===== src/rtl/uart_rx_pkg.sv =====
// Shared definitions for the UART receive path: frame state codes (also decoded
// by the parity checker), data-length encodings and the default oversample rate.
package uart_rx_pkg;

    localparam int OVERSAMPLE_DEF = 16;

    localparam logic [1:0] DBITS_5 = 2'b00;
    localparam logic [1:0] DBITS_6 = 2'b01;
    localparam logic [1:0] DBITS_7 = 2'b10;
    localparam logic [1:0] DBITS_8 = 2'b11;

    typedef enum logic [2:0] {
        IDLE     = 3'b000,
        START    = 3'b001,
        RECEIVER = 3'b010,
        PARITY   = 3'b011,
        STOP_I   = 3'b100,
        STOP_II  = 3'b101
    } rx_state_e;

    typedef struct packed {
        logic [1:0] data_bits;
        logic       stop_bits;
        logic       parity_en;
    } rx_cfg_t;

    function automatic int data_len(input logic [1:0] bits);
        case (bits)
            DBITS_5: return 5;
            DBITS_6: return 6;
            DBITS_7: return 7;
            DBITS_8: return 8;
            default: return 8;
        endcase
    endfunction

endpackage


===== src/rtl/rx_sample_counter.sv =====
// Oversample tick counter: counts enabled ticks, wraps after OVERSAMPLE-1 and
// flags the full (mid-bit) point. Shared with the transmit side.
module rx_sample_counter #(
    parameter int OVERSAMPLE = 16,
    parameter int CW         = $clog2(OVERSAMPLE)
) (
    input  logic          i_clk,
    input  logic          i_rst_n,
    input  logic          i_clear,
    input  logic          i_enable,
    output logic [CW-1:0] o_count,
    output logic          o_count_full
);

    assign o_count_full = (o_count == CW'(OVERSAMPLE - 1));

    always_ff @(posedge i_clk or negedge i_rst_n) begin
        if (!i_rst_n) begin
            o_count <= '0;
        end else if (i_clear) begin
            o_count <= '0;
        end else if (i_enable) begin
            o_count <= o_count_full ? '0 : o_count + 1'b1;
        end
    end

endmodule


===== src/rtl/uart_rx_fsm.sv =====
// UART receive frame controller: validates the start bit at its midpoint, then
// samples data, optional parity and stop bits once per bit at the mid-bit strobe.
module uart_rx_fsm
    import uart_rx_pkg::*;
#(
    parameter int OVERSAMPLE = OVERSAMPLE_DEF,
    parameter int DATA_W     = 8
) (
    input  logic              i_clk,
    input  logic              i_rst_n,
    input  logic              i_baud,
    input  logic              i_rx_in,
    input  logic [1:0]        i_data_bits,
    input  logic              i_stop_bits,
    input  logic              i_parity_en,
    output logic [2:0]        o_p_state,
    output logic              o_count_full,
    output logic [DATA_W-1:0] o_rx_data,
    output logic              o_rx_valid,
    output logic              o_frame_err,
    output logic              o_busy
);

    localparam int CW = $clog2(OVERSAMPLE);
    localparam int BW = $clog2(DATA_W);

    rx_state_e         state;
    rx_cfg_t           cfg;
    logic [BW-1:0]     bit_cnt;
    logic [DATA_W-1:0] data_reg;
    logic              err_reg;
    logic [CW-1:0]     tick_cnt;
    logic              count_full;
    logic              mid_start;
    logic              tick_clear;
    logic              strobe;
    logic [BW-1:0]     last_idx;

    // The counter is parked at zero in IDLE so the start-bit half-period is
    // measured from the detecting tick, and restarts when the start bit is judged.
    assign mid_start  = i_baud && (tick_cnt == CW'(OVERSAMPLE / 2 - 1));
    assign tick_clear = (state == IDLE) || ((state == START) && mid_start);
    assign strobe     = i_baud && count_full;
    assign last_idx   = BW'(data_len(cfg.data_bits) - 1);

    rx_sample_counter #(
        .OVERSAMPLE (OVERSAMPLE),
        .CW         (CW)
    ) u_tick_counter (
        .i_clk        (i_clk),
        .i_rst_n      (i_rst_n),
        .i_clear      (tick_clear),
        .i_enable     (i_baud),
        .o_count      (tick_cnt),
        .o_count_full (count_full)
    );

    assign o_p_state    = state;
    assign o_count_full = count_full;
    assign o_busy       = (state != IDLE);

    always_ff @(posedge i_clk or negedge i_rst_n) begin
        if (!i_rst_n) begin
            state       <= IDLE;
            cfg         <= '0;
            bit_cnt     <= '0;
            data_reg    <= '0;
            err_reg     <= 1'b0;
            o_rx_data   <= '0;
            o_rx_valid  <= 1'b0;
            o_frame_err <= 1'b0;
        end else begin
            o_rx_valid <= 1'b0;
            case (state)
                IDLE: begin
                    cfg <= '{data_bits: i_data_bits, stop_bits: i_stop_bits, parity_en: i_parity_en};
                    if (i_baud && !i_rx_in) state <= START;
                end
                START: begin
                    if (mid_start) begin
                        if (!i_rx_in) begin
                            state    <= RECEIVER;
                            bit_cnt  <= '0;
                            data_reg <= '0;
                        end else begin
                            state <= IDLE;
                        end
                    end
                end
                RECEIVER: begin
                    if (strobe) begin
                        data_reg[bit_cnt] <= i_rx_in;
                        bit_cnt           <= bit_cnt + 1'b1;
                        if (bit_cnt == last_idx) state <= cfg.parity_en ? PARITY : STOP_I;
                    end
                end
                PARITY: begin
                    if (strobe) state <= STOP_I;
                end
                // Frames finish at mid-stop-bit so a back-to-back start edge is never missed.
                STOP_I: begin
                    if (strobe) begin
                        if (cfg.stop_bits) begin
                            err_reg <= ~i_rx_in;
                            state   <= STOP_II;
                        end else begin
                            state       <= IDLE;
                            o_rx_data   <= data_reg;
                            o_frame_err <= ~i_rx_in;
                            o_rx_valid  <= 1'b1;
                        end
                    end
                end
                STOP_II: begin
                    if (strobe) begin
                        state       <= IDLE;
                        o_rx_data   <= data_reg;
                        o_frame_err <= err_reg | ~i_rx_in;
                        o_rx_valid  <= 1'b1;
                    end
                end
                default: state <= IDLE;
            endcase
        end
    end

endmodule


===== config.mk =====
export PLATFORM = sky130hd
export DESIGN_NAME = uart_rx_fsm
export DESIGN_NICKNAME = d
export VERILOG_FILES = /design/src/rtl/uart_rx_pkg.sv /design/src/rtl/rx_sample_counter.sv /design/src/rtl/uart_rx_fsm.sv
export SDC_FILE = /design/constraint.sdc
export NUM_CORES = 1
export LEC_CHECK = 0
export BUFFER_PORTS_ARGS = -buffer_cell sky130_fd_sc_hd__buf_2
export CAP_MARGIN = 25
export CORE_ASPECT_RATIO = 0.7
export CORE_MARGIN = 3
export CORE_UTILIZATION = 43
export DETAILED_ROUTE_END_ITERATION = 10
export GPL_ROUTABILITY_DRIVEN = 0
export HOLD_SLACK_MARGIN = 0.06
export PLACE_DENSITY_LB_ADDON = 0.3
export SETUP_SLACK_MARGIN = 0.15
export SLEW_MARGIN = 20
export SYNTH_ARGS = -nofsm -noshare
export SYNTH_HDL_FRONTEND = slang
export SYNTH_HIERARCHICAL = 1
export SYNTH_SLANG_ARGS = --single-unit

===== constraint.sdc =====
create_clock -name i_clk -period 4.54 [get_ports i_clk]
set_clock_uncertainty 0.2 [all_clocks]
set_input_delay 0.227 -clock i_clk [delete_from_list [all_inputs] [get_ports i_clk]]
set_output_delay 0.227 -clock i_clk [all_outputs]
set_load 0.02 [all_outputs]

==> impl_metrics.ini <==
[status]
result_of_the_run = finished, final reports clean

[synth]
synthArstFlopShare_pct = 100
ffs_latches_synth = 33
synthesis.nets = 162
yosys-top-cells-count = dfrtp_1 (33), nand2_1 (16), mux2_2 (11)
synth_sequential_area_ratio_pct = 49.6
yosys_most_used_dff = dfrtp_1
cells_after_synthesis = 152
yosys-top-cells-area = dfrtp_1 (50%), mux2_2 (7.4%), mux2i_1 (4.8%), nand2_1 (3.6%), nor4b_4 (2.9%)
synthesis.area_um2 = 1660
synth.distinct_cells = 43
yosysTopAreaCell = dfrtp_1
count_of_flip_flops_with_a_built_in_enable_after_synthesis = 0
post-synth-top-count-cell = dfrtp_1
synth.yosys.warnings = 6
synthesis.area_per_instance_um2 = 10.9
synth_top_area_share_pct = 49.6

[cells_and_area]
antenna_cells = 0
final_net_count = 188
final_layout_size_suffix_gt1_share_pct = 26.8
layout-area-overhead-vs-synth_pct = 16.4
layout.cell_area.non_filler_um2 = 1940

[clock_tree]
post-cts-setup-buffer-count = 0
cts_max_path_buffers = 2
clk_latency_ns = 0.29
cts.reportedPaths.clkPinSlew_ns = 0.07
cts_root_buffer = clkbuf_8
clk_sink_count = 33
clock_tree_from_tritoncts = built
htree_levels = 2
tritoncts.num_buffers = 5

[placement]
placement.io_buffers = 22
pre_cts_slack_ns = 2.24
detailed_place.area_um2 = 1790
post-dp-hpwl_um = 2150

[global_routing]
first_global_vias = 1150
grt_use_met3_pct = 4.35
grt.busiest_layer = met2
pin_count_of_the_biggest_net_entering_global_routing = 34
grt_util_met2_pct = 22.6
globalRouteOverflowTotal = 0
grtUsageMet1_pct = 20.8
antenna_found_initial = 0
grt_pass1_wl_um = 5440
grt_usage_pct = 15.4

[timing]
achievable-frequency_mhz = 432
timing.setup.tns_ns = 0
maxSlewHeadroom_pct = 52.1
final_ws_setup_ns = 2.23
post-route-period-util_pct = 51.0
max_slew.worst_pin.slew_ns = 0.718
setup_repair_after_global_routing_missed_its_margin = false
fin_hold_ws_ns = 0.142
period_minus_slack_ns = 2.31
setup_violations = 0
finalMaxSlewViolations = 0
number_of_failing_hold_endpoints_at_the_final_stage = 0

[hold_path]
min_from = i_baud
timing.hold.worst.class = input pin to flop
number_of_cells_traversed_by_the_worst_hold_path = 3
timing.hold.worst_endpoint = u_tick_counter/o_count[1]$_DFFE_PN0P_

[routing]
first_iter_violations = 85
route.vias.total = 1190
via_per_inst = 5.20
drc_errors = 0
avgRoutedWirePerCell_um = 13.6
drtPass1Iterations = 4
route.antenna.remaining_nets = 0
post_route_wl_um = 3100

[setup_path]
timing.reg2reg.setup_slack_ns = 2.23
worstReg2RegEnd = data_reg[2]$_DFFE_PN0P_
critical_path_peak_fanout = 8
path_class = flop to flop
r2r-start = u_tick_counter/o_count[0]$_DFFE_PN0P_
startpoint_type = flop
cp_data_required_time_ns = 4.55
worstSetupEndpointType = flop
cp.arrival_ns = 2.32
reg2regPathDepth = 6

[power_and_ir_drop]
static-leakage-power_uw = 0.000912
max-vdd-ir-drop_mv = 0.166
p_per_area_nw_per_um2 = 354
p_total_uw = 685

[floorplanning]
rows = 18
core_region_area_um2 = 3630
die_wd_um = 80.4
starting_utilization_of_the_core_area_pct = 45.9
design.die.area_um2 = 4660
io-pin-count = 23
die_h_um = 58.1

[job]
maxCapViolations = 0
-- area by class of cell --
| class | count | area [um2] |
|---|---|---|
| Clock inverter | 3 | 17.5 |
| Timing Repair Buffer | 28 | 170 |
| Inverter | 5 | 18.8 |
| Tap cell | 50 | 62.6 |
| Clock buffer | 5 | 68.8 |
| Fill cell | 336 | 1690 |
| Sequential cell | 33 | 826 |
| Multi-Input combinational cell | 105 | 773 |
-- cell families (layout without fill, tap and decap cells) --
kind of cell	count (synthesis)	count (layout)	synth area share (%)
muxes	20	20	12.9
xor gates and xnor gates	4	4	2.11
buffers and inverters	14	41	3.91
and+or+nand+nor	58	58	21.7
adders and majority gates	2	2	1.50
DFF	33	33	49.6
AOI/OAI and AO/OA	21	21	8.27
-- power by group --
part	internal [uW]	leakage [uW]	total, uW	switching (uW)
registers	322	0.000441	374	51.9
logic	46.4	0.000427	95.7	49.3
clock network	106	0.0000439	215	110
-- stage by stage --
step | instances | utilization, %
after floorplan | 152 | -
after global placement | 215 | 49.4
after detailed placement | 215 | 49.4
after CTS | 229 | 53.4
after global routing | 229 | 53.4
final | 229 | 53.4
-- how the worst max path moves through the flow --
stage | start | endpoint | slack [ns]
2_1_floorplan | u_tick_counter/o_count[0]$_DFFE_PN0P_ | data_reg[2]$_DFFE_PN0P_ | 2.44
3_3_place_gp | u_tick_counter/o_count[0]$_DFFE_PN0P_ | data_reg[2]$_DFFE_PN0P_ | 2.39
3_5_place_dp | u_tick_counter/o_count[0]$_DFFE_PN0P_ | data_reg[2]$_DFFE_PN0P_ | 2.24
4_1_cts | u_tick_counter/o_count[0]$_DFFE_PN0P_ | data_reg[2]$_DFFE_PN0P_ | 2.23
5_1_grt | u_tick_counter/o_count[0]$_DFFE_PN0P_ | data_reg[2]$_DFFE_PN0P_ | 2.09
6_report | u_tick_counter/o_count[0]$_DFFE_PN0P_ | data_reg[2]$_DFFE_PN0P_ | 2.23
-- routing by layer --
metal  part of all wire (%)  wire length [um]
met5                      0                 0
met1                     50              1550
met2                     44              1370
met4                    1.8                57
met3                    4.1               128
-- timing repair --
item | CTS | global route
resized for setup | 0 | 0
endpoints found under the hold margin | 38 | 0
setup endpoints to repair | 0 | 0
hold buffers | 6 | 0
-- worst max-delay path, stage by stage, from the launching register on --
cell and delay (ns):
dfrtp_1 0.44, ha_1 0.24, and3_4 0.23, nand2_2 0.07, or3_1 0.53, nor4b_4 0.33, mux2i_1 0.20
-- layout by cell type (no fill, tap or decap), types with 2 or more instances in the layout --
master,count
nor3_1,2
nand3_1,6
nand2b_1,4
nand2_1,16
a21oi_1,4
clkbuf_8,5
or3_1,2
nor2_1,9
xor2_1,2
inv_1,4
ha_1,2
a21boi_0,2
and2_1,3
and4b_1,2
xnor2_1,2
dfrtp_1,33
buf_2,22
o21ai_0,6
dlygate4sd3_1,6
clkinv_2,2
nor4b_4,2
mux2i_1,8
mux2_2,11
nand4b_1,3
Note: power is estimated with default switching activity, not from simulation.
